### config.mk
export PLATFORM = sky130hd
export DESIGN_NAME = mem_access_stage
export DESIGN_NICKNAME = d
export VERILOG_FILES = /design/src/rtl/mem_access_stage_pkg.sv /design/src/rtl/mem_wait_timer.sv /design/src/rtl/mem_access_stage.sv
export SDC_FILE = /design/constraint.sdc
export NUM_CORES = 1
export LEC_CHECK = 0
export ABC_AREA = 0
export BUFFER_PORTS_ARGS = -buffer_cell sky130_fd_sc_hd__buf_2
export CAP_MARGIN = 20
export CORE_AREA = 2 2 159 161
export CTS_CLUSTER_DIAMETER = 40
export DETAILED_ROUTE_END_ITERATION = 10
export DIE_AREA = 0 0 161 163
export GPL_ROUTABILITY_DRIVEN = 0
export PLACE_DENSITY = 0.78
export SLEW_MARGIN = 20
export SYNTH_ARGS = -nofsm -noshare
export SYNTH_HDL_FRONTEND = slang
export SYNTH_SLANG_ARGS = --single-unit
### constraint.sdc
create_clock -name clk -period 1.7 [get_ports clk]
set_clock_uncertainty 0.1 [all_clocks]
set_input_delay 0.085 -clock clk [delete_from_list [all_inputs] [get_ports clk]]
set_output_delay 0.085 -clock clk [all_outputs]
set_load 0.005 [all_outputs]
### src/rtl/mem_access_stage_pkg.sv
`default_nettype none
// ============================================================================
// Module      : mem_access_stage_pkg
// Description : Shared pipeline constants: default widths and the MEM-stage
//               state encodings used by the pipeline registers.
// Revision    : 1.0 - initial release
// ============================================================================
package mem_access_stage_pkg;

    localparam int c_DATA_WIDTH            = 64;
    localparam int c_REGFILE_ADDRESS_WIDTH = 5;
    localparam int c_DMEM_ADDR_WIDTH       = 8;
    localparam int c_TIMEOUT_CYCLES        = 16;

    localparam int                   c_STATE_W  = 1;
    localparam logic [c_STATE_W-1:0] c_ST_IDLE  = 1'b0;
    localparam logic [c_STATE_W-1:0] c_ST_WAIT  = 1'b1;

endpackage
`default_nettype wire

### src/rtl/mem_wait_timer.sv
`default_nettype none
// ============================================================================
// Module      : mem_wait_timer
// Description : Counts cycles spent waiting for dmem_ack; flags the cycle on
//               whose closing edge the count reaches TIMEOUT_CYCLES-1.
// Revision    : 1.0 - initial release
// ============================================================================
module mem_wait_timer #(
    parameter int TIMEOUT_CYCLES = 16
) (
    input  logic clk,
    input  logic reset_n,
    input  logic clear,
    input  logic run,
    output logic expired
);

    localparam int                 c_CNT_W = (TIMEOUT_CYCLES > 2) ? $clog2(TIMEOUT_CYCLES) : 1;
    // Expiry is flagged one count early so the exit edge is the one that
    // would have taken the counter to TIMEOUT_CYCLES-1.
    localparam logic [c_CNT_W-1:0] c_LAST  = c_CNT_W'(TIMEOUT_CYCLES - 2);

    logic [c_CNT_W-1:0] r_count;

    always_ff @(posedge clk or negedge reset_n) begin
        if (!reset_n) begin
            r_count <= '0;
        end else if (clear) begin
            r_count <= '0;
        end else if (run) begin
            r_count <= r_count + 1'b1;
        end
    end

    assign expired = run && (r_count == c_LAST);

endmodule
`default_nettype wire

### src/rtl/mem_access_stage.sv
`default_nettype none
// ============================================================================
// Module      : mem_access_stage
// Description : Pipeline MEM stage: passes ALU ops through in one cycle and
//               performs one blocking data-memory access with timeout.
// Revision    : 1.0 - initial release
// ============================================================================
module mem_access_stage
    import mem_access_stage_pkg::*;
#(
    parameter int DATA_WIDTH            = c_DATA_WIDTH,
    parameter int REGFILE_ADDRESS_WIDTH = c_REGFILE_ADDRESS_WIDTH,
    parameter int DMEM_ADDR_WIDTH       = c_DMEM_ADDR_WIDTH,
    parameter int TIMEOUT_CYCLES        = c_TIMEOUT_CYCLES
) (
    input  logic                             clk,
    input  logic                             reset_n,
    input  logic                             in_valid,
    input  logic [DATA_WIDTH-1:0]            alu_result_in,
    input  logic [DATA_WIDTH-1:0]            store_data_in,
    input  logic [REGFILE_ADDRESS_WIDTH-1:0] rd_in,
    input  logic                             mem_read_in,
    input  logic                             mem_write_in,
    input  logic                             mem_to_reg_in,
    output logic                             dmem_req,
    output logic                             dmem_we,
    output logic [DMEM_ADDR_WIDTH-1:0]       dmem_addr,
    output logic [DATA_WIDTH-1:0]            dmem_wdata,
    input  logic                             dmem_ack,
    input  logic [DATA_WIDTH-1:0]            dmem_rdata,
    output logic                             out_valid,
    output logic [DATA_WIDTH-1:0]            mem_read_data_out,
    output logic [DATA_WIDTH-1:0]            reg_data_out,
    output logic [REGFILE_ADDRESS_WIDTH-1:0] rd_out,
    output logic                             mem_to_reg_out,
    output logic                             stall,
    output logic                             err
);

    logic [c_STATE_W-1:0]             r_state;
    logic [REGFILE_ADDRESS_WIDTH-1:0] r_rd;
    logic [DATA_WIDTH-1:0]            r_reg_data;
    logic                             r_mem_to_reg;
    logic                             r_is_store;

    logic w_in_ready;
    logic w_accept;
    logic w_mem_op;
    logic w_expired;

    assign w_in_ready = (r_state == c_ST_IDLE);
    assign w_accept   = w_in_ready && in_valid;
    assign w_mem_op   = mem_read_in || mem_write_in;

    mem_wait_timer #(
        .TIMEOUT_CYCLES (TIMEOUT_CYCLES)
    ) u_wait_timer (
        .clk     (clk),
        .reset_n (reset_n),
        .clear   (w_accept),
        .run     (r_state == c_ST_WAIT),
        .expired (w_expired)
    );

    always_ff @(posedge clk or negedge reset_n) begin
        if (!reset_n) begin
            r_state           <= c_ST_IDLE;
            r_rd              <= '0;
            r_reg_data        <= '0;
            r_mem_to_reg      <= 1'b0;
            r_is_store        <= 1'b0;
            dmem_req          <= 1'b0;
            dmem_we           <= 1'b0;
            dmem_addr         <= '0;
            dmem_wdata        <= '0;
            out_valid         <= 1'b0;
            mem_read_data_out <= '0;
            reg_data_out      <= '0;
            rd_out            <= '0;
            mem_to_reg_out    <= 1'b0;
            stall             <= 1'b0;
            err               <= 1'b0;
        end else begin
            out_valid         <= 1'b0;
            mem_read_data_out <= '0;
            reg_data_out      <= '0;
            rd_out            <= '0;
            mem_to_reg_out    <= 1'b0;

            case (r_state)
                c_ST_IDLE: begin
                    if (in_valid) begin
                        if (w_mem_op) begin
                            r_state      <= c_ST_WAIT;
                            stall        <= 1'b1;
                            dmem_req     <= 1'b1;
                            dmem_we      <= mem_write_in;
                            dmem_addr    <= alu_result_in[DMEM_ADDR_WIDTH-1:0];
                            dmem_wdata   <= store_data_in;
                            r_rd         <= rd_in;
                            r_reg_data   <= alu_result_in;
                            r_mem_to_reg <= mem_to_reg_in;
                            // A read+write request is executed as a store.
                            r_is_store   <= mem_write_in;
                            if (mem_read_in && mem_write_in) begin
                                err <= 1'b1;
                            end
                        end else begin
                            out_valid      <= 1'b1;
                            reg_data_out   <= alu_result_in;
                            rd_out         <= rd_in;
                            mem_to_reg_out <= mem_to_reg_in;
                        end
                    end
                end
                c_ST_WAIT: begin
                    if (dmem_ack || w_expired) begin
                        r_state    <= c_ST_IDLE;
                        stall      <= 1'b0;
                        dmem_req   <= 1'b0;
                        dmem_we    <= 1'b0;
                        dmem_addr  <= '0;
                        dmem_wdata <= '0;
                        out_valid  <= 1'b1;
                        if (dmem_ack) begin
                            reg_data_out <= r_reg_data;
                            if (!r_is_store) begin
                                mem_read_data_out <= dmem_rdata;
                                rd_out            <= r_rd;
                                mem_to_reg_out    <= r_mem_to_reg;
                            end
                        end else begin
                            err <= 1'b1;
                        end
                    end
                end
                default: begin
                    r_state <= c_ST_IDLE;
                    stall   <= 1'b0;
                end
            endcase
        end
    end

endmodule
`default_nettype wire

# Word level (Yosys, flattened, before mapping)
# Cells that the tools add are included.
[word_totals]
out_inout_bits = 211
ramBits = 0
latch_bits = 0
inputBits = 204
register_bits = 286
wordCells = 85
mem_bits_ro = 0
mem_count = 0
[op_classes]
eq_ne = 6
reduce_logical = 9
addsub = 1
n_bitwise = 1
mux = 52
order_cmp = 0
div = 0
shifts = 0
mul = 0
[ops]
columns = ["operator", "n"]
rows = [
  ["$mux W64", 11],
  ["$pmux W64 S2", 2],
  ["$mux W5", 5],
  ["$mux W8", 3],
  ["$mux W1", 21],
  ["$pmux W8 S2", 1],
  ["$pmux W1 S2", 6],
  ["$pmux W5 S2", 1],
  ["$mux W4", 2],
  ["$ne A2 B1 Y1 const B", 3],
  ["$reduce_and A3 Y1", 2],
  ["$reduce_and A5 Y1", 1],
  ["$add A4 B1 Y4 const B", 1],
  ["$eq A4 B4 Y1 const B", 1],
  ["$ne A2 B2 Y1 const B", 2],
  ["$logic_and A1 B1 Y1", 3],
  ["$logic_or A1 B1 Y1", 2],
  ["$reduce_bool A2 Y1", 1],
  ["$not A1 Y1", 1],
]

# Depth between registers and ports, before layout
[depth]
word_depth = 5
ltp_mapped = 7
mapped_depth_nobuf = 5

# Hierarchy
# From an unflattened synthesis, not the netlist that was laid out.
[unflattened]
cells_unflattened = 645
area_unflattened_um2 = 10114.7
[by_module_without_submodules]
columns = ["mod", "instances", "cells_per_inst", "seq_area_each_um2", "area_per_inst_um2"]
rows = [
  ["mem_access_stage", 1, 625, 7056.8, 9892.0],
  ["mem_wait_timer", 1, 20, 100.1, 222.7],
]

# Worst setup path before layout
# OpenSTA, ideal clock, no wires.
[synth_path]
path_type = "register -> register"
start = "register r_state"
end = "register r_reg_data[29]"
slack_ps = 192
arrival_time_ps = 1284
period_less_slack_ps = 1508
n_path_buf = 1
t_required_ps = 1475
path_stages_with_launch = 5
setup_ps = 125
cell_sequence = "dfrtp_1 -> and2b_2 -> o21ai_4 -> buf_6 -> mux2_2"
[synth_via]
elab_chain_cells = 2
[synth_rtl]
columns = ["item", "line_no", "text"]
rows = [
  ["start, declared", "mem_access_stage.sv:40", "logic [c_STATE_W-1:0] r_state;"],
  ["start signal, assigned", "mem_access_stage.sv:67", "r_state <= c_ST_IDLE;"],
  ["start signal, assigned", "mem_access_stage.sv:94", "r_state <= c_ST_WAIT;"],
  ["start signal, assigned", "mem_access_stage.sv:118", "r_state <= c_ST_IDLE;"],
  ["$not A1 Y1 (no line)", "-", ""],
  ["$reduce_and A3 Y1 (no line)", "-", ""],
  ["end signal, assigned", "mem_access_stage.sv:101", "r_reg_data <= alu_result_in;"],
  ["end, declared", "mem_access_stage.sv:42", "logic [DATA_WIDTH-1:0] r_reg_data;"],
]
# Every way passes these cells.
# A chain may end at the register's enable or synchronous reset.

# Final worst setup path
[layout_path]
start = "register r_state"
end = "register r_reg_data[58]"
# Same word-level chain as after synthesis.

==> out/qor.yml <==
cells_and_area:
  finalNonFillerCells: 1708
  final_area_um2: 16500
  multi_input_comb_area_um2: 3040
  drive_gt1_share_pct: 41.3
  syn2layout_area_growth_pct: 56.6
  utilization_pct: 66.9
  fin_nets: 1555
  fillers: 1693
  seqCellArea_um2: 7160
setup_path:
  crit_required_ns: 1.98
  crit_chain: "and2b_2 -> o21ai_4 -> clkbuf_16 -> mux2_2"
  worstPathArrival_ns: 1.90
  path_delay_family: "flip-flops"
  crit_buf_inv: 1
  start_kind: "register"
  worstRegToRegCells: 4
  critPathCaptureType: "register"
  reg2reg_slack_ns: 0.08
  max_stage_delay_ns: 0.40
  path_max_fanout: 20
  r2r-start: "r_state"
  reg2reg_to: "r_reg_data[58]"
  crit_type: "reg -> reg"
  crit_path_top_delay_cell: "dfrtp_1"
run:
  maxCapViolCount: 0
pwr:
  p_comb_share_pct: 16.0
  total_power_uw: 19900
  internal_power_uw: 14900
  clock_power_share_pct: 42.0
  seqPwrFrac_pct: 42.1
  powerDensity_nw_per_um2: 1210
  ir_drop_mv: 0.921
  switching_share_pct: 25.2
  power.leakage_uw: 0.00831
  switchingPower_uw: 5020
cts:
  cts_tree: "done"
  root_buffer: "clkbuf_16"
  cts_buffers: 38
  clkSlewWorstSetupHoldPaths_ns: 0.06
  insertion_delay_ns: 0.50
  cts_sinks: 286
  cts_buffer_depth: 3
  post-cts-setup-buffers: 0
  cts_max_level: 2
grt:
  grt_max_degree: 73
  grt.total_usage_pct: 24.6
  grt_pass1_vias: 9527
  antenna_found_initial: 1
  grt_pass1_wl_um: 50700
  grt_overflow: 0
yosys:
  postSynthCellCount: 725
  synthTopCellsByArea: "dfrtp_1 68%, a22o_1 6.6%, mux2_2 5.6%, o2bb2ai_1 5.3%, and2_1 3.9%"
  synth_top_area_share_pct: 67.9
  syn_area_per_cell_um2: 14.5
  syn_area_um2: 10500
  post_synth_num_cell_types: 31
  ys_ff_latch: 286
  synth_top_area_cell: "dfrtp_1"
  synth.yosys.seq_area_share_pct: 67.9
  synth_warnings: 0
  synth_nets: 931
floorplan:
  pin_count: 415
  die_w_um: 161
  die_y_um: 163
  core_area_um2: 24700
  die-area_um2: 26200
  start_util_pct: 42.7
  rows: 58
placed_design:
  dpl_cell_area_um2: 13100
  hpwl_um: 19300
  place_inst: 1434
  io_buffers: 414
timing:
  report.final.slew_viol_count: 0
  period_share_pct: 95.2
  worstMarginPinSlew_ns: 0.395
  finalCriticalPeriod_ns: 1.62
  setup_violations: 0
  tns_ns: 0
  hold_viol: 0
  max_freq_ghz: 0.618
  maxSlewHeadroom_pct: 73.7
route:
  drt_iter0_markers: 668
  wl_per_cell_um: 19.4
  remaining_drc_errors: 0
  vias: 8753
  dr.pass1.iters: 5
  drt-total-wl_um: 33100
  ant_nets: 0
  vias_per_cell: 5.12
worst_hold_path:
  min_path_type: "in -> async"
status:
  run_status: "finished clean"
-- logic make-up (layout without fill, tap and decap cells) --
group	after synthesis	after routing	share of synthesized area, %
multiplexers	70	70	7.48
flip-flops	286	286	67.9
AO/OA/AOI/OAI	219	219	15.7
XOR/XNOR	2	2	0.166
other	0	2	0
AND/OR/NAND/NOR	83	83	4.94
adder cells (fa/ha/maj)	2	2	0.237
buffers and inverters	63	714	3.63
-- metrics by stage --
stage                     hold slack (ns)  setup slack [ns]
final                              0.0864            0.0817
after global routing               0.0919          -0.00350
after CTS                          0.0749            0.0176
after detailed placement           -0.123            0.0549
after global placement             -0.124             0.106
after floorplan                    -0.311             0.192
-- worst min-delay path: stages --
cell and delay [ns]:
dlygate4sd3_1 0.56, buf_8 0.18, buf_12 0.22
-- per-layer routing --
layer / wire, um / GRT usage, %
met5: 12 / 0
met4: 1310 / 11.0
met3: 2360 / 6.14
met1: 12200 / 28.1
met2: 17200 / 43.7
-- how the worst max path moves through the flow --
stage | from | end | slack (ns) | cells past startpoint
after floorplan | r_state | r_reg_data[29] | 0.19 | 4
after global placement | r_state | r_reg_data[52] | 0.11 | 4
after detailed placement | r_state | r_reg_data[27] | 0.05 | 4
after CTS | u_wait_timer.r_count[0] | dmem_wdata[61] | 0.02 | 6
after global routing | u_wait_timer.r_count[0] | stall | -0.003 | 6
final | r_state | r_reg_data[58] | 0.08 | 4
-- power groups by stage --
stage          combinational, uW  clock (uW)  sequential (uW)
6_report                    3180        8350             8380
5_1_grt                     3470        8860             8480
4_1_cts                     3110        8490             8320
3_5_place_dp                2710           0             8420
3_3_place_gp                2630           0             8380
2_1_floorplan               1280           0             8390
-- cell type report --
| cell class | instances | area share [%] |
|---|---|---|
| inverter | 3 | 0.0682 |
| multi-input combinational | 376 | 18.4 |
| antenna | 2 | 0.0303 |
| clock buffer | 43 | 6.06 |
| timing repair buffer | 644 | 27.6 |
| sequential | 286 | 43.3 |
| clock inverter | 24 | 2.06 |
| tap | 330 | 2.50 |
-- layout by cell type (no fill, tap or decap), types with 3 or more instances in the layout --
master / instances
clkbuf_1: 3
inv_8: 3
clkinv_2: 5
and2_1: 64
o2bb2ai_1: 64
nand2_1: 5
buf_2: 413
buf_12: 17
clkinvlp_4: 6
bufinv_16: 7
o21ai_0: 60
inv_1: 3
buf_4: 8
mux2_2: 52
dfrtp_1: 286
mux2_1: 18
nor2_4: 3
o21ai_1: 11
clkbuf_16: 40
dlygate4sd3_1: 203
a22o_1: 80
-- cell usage after synthesis --
master     instances
dfrtp_1          286
and2_1            65
o21ai_4            1
nand2b_4           1
nor3_4             1
o22a_1             1
nor2_1             2
o21ai_0           60
or2b_1             1
o2bb2ai_1         64
buf_4              1
buf_6             15
clkbuf_2           6
a22o_1            80
nor2_2             2
inv_1              3
and3_1             1
xnor2_1            1
and2b_2            1
or2_2              1
buf_2             18
nand2_1            5
a31oi_1            2
o21ai_1           11
nor2b_1            1
xor2_1             1
nand3_1            2
clkbuf_1          20
mux2_1            18
ha_1               2
mux2_2            52
-- timing repair --
action / CTS / global route
endpoints found under the setup margin: 0 / 70
hold buffers: 204 / 0
resized for setup: 0 / 2
hold endpoints to repair: 571 / 0
(Power assumes the default switching activity.)
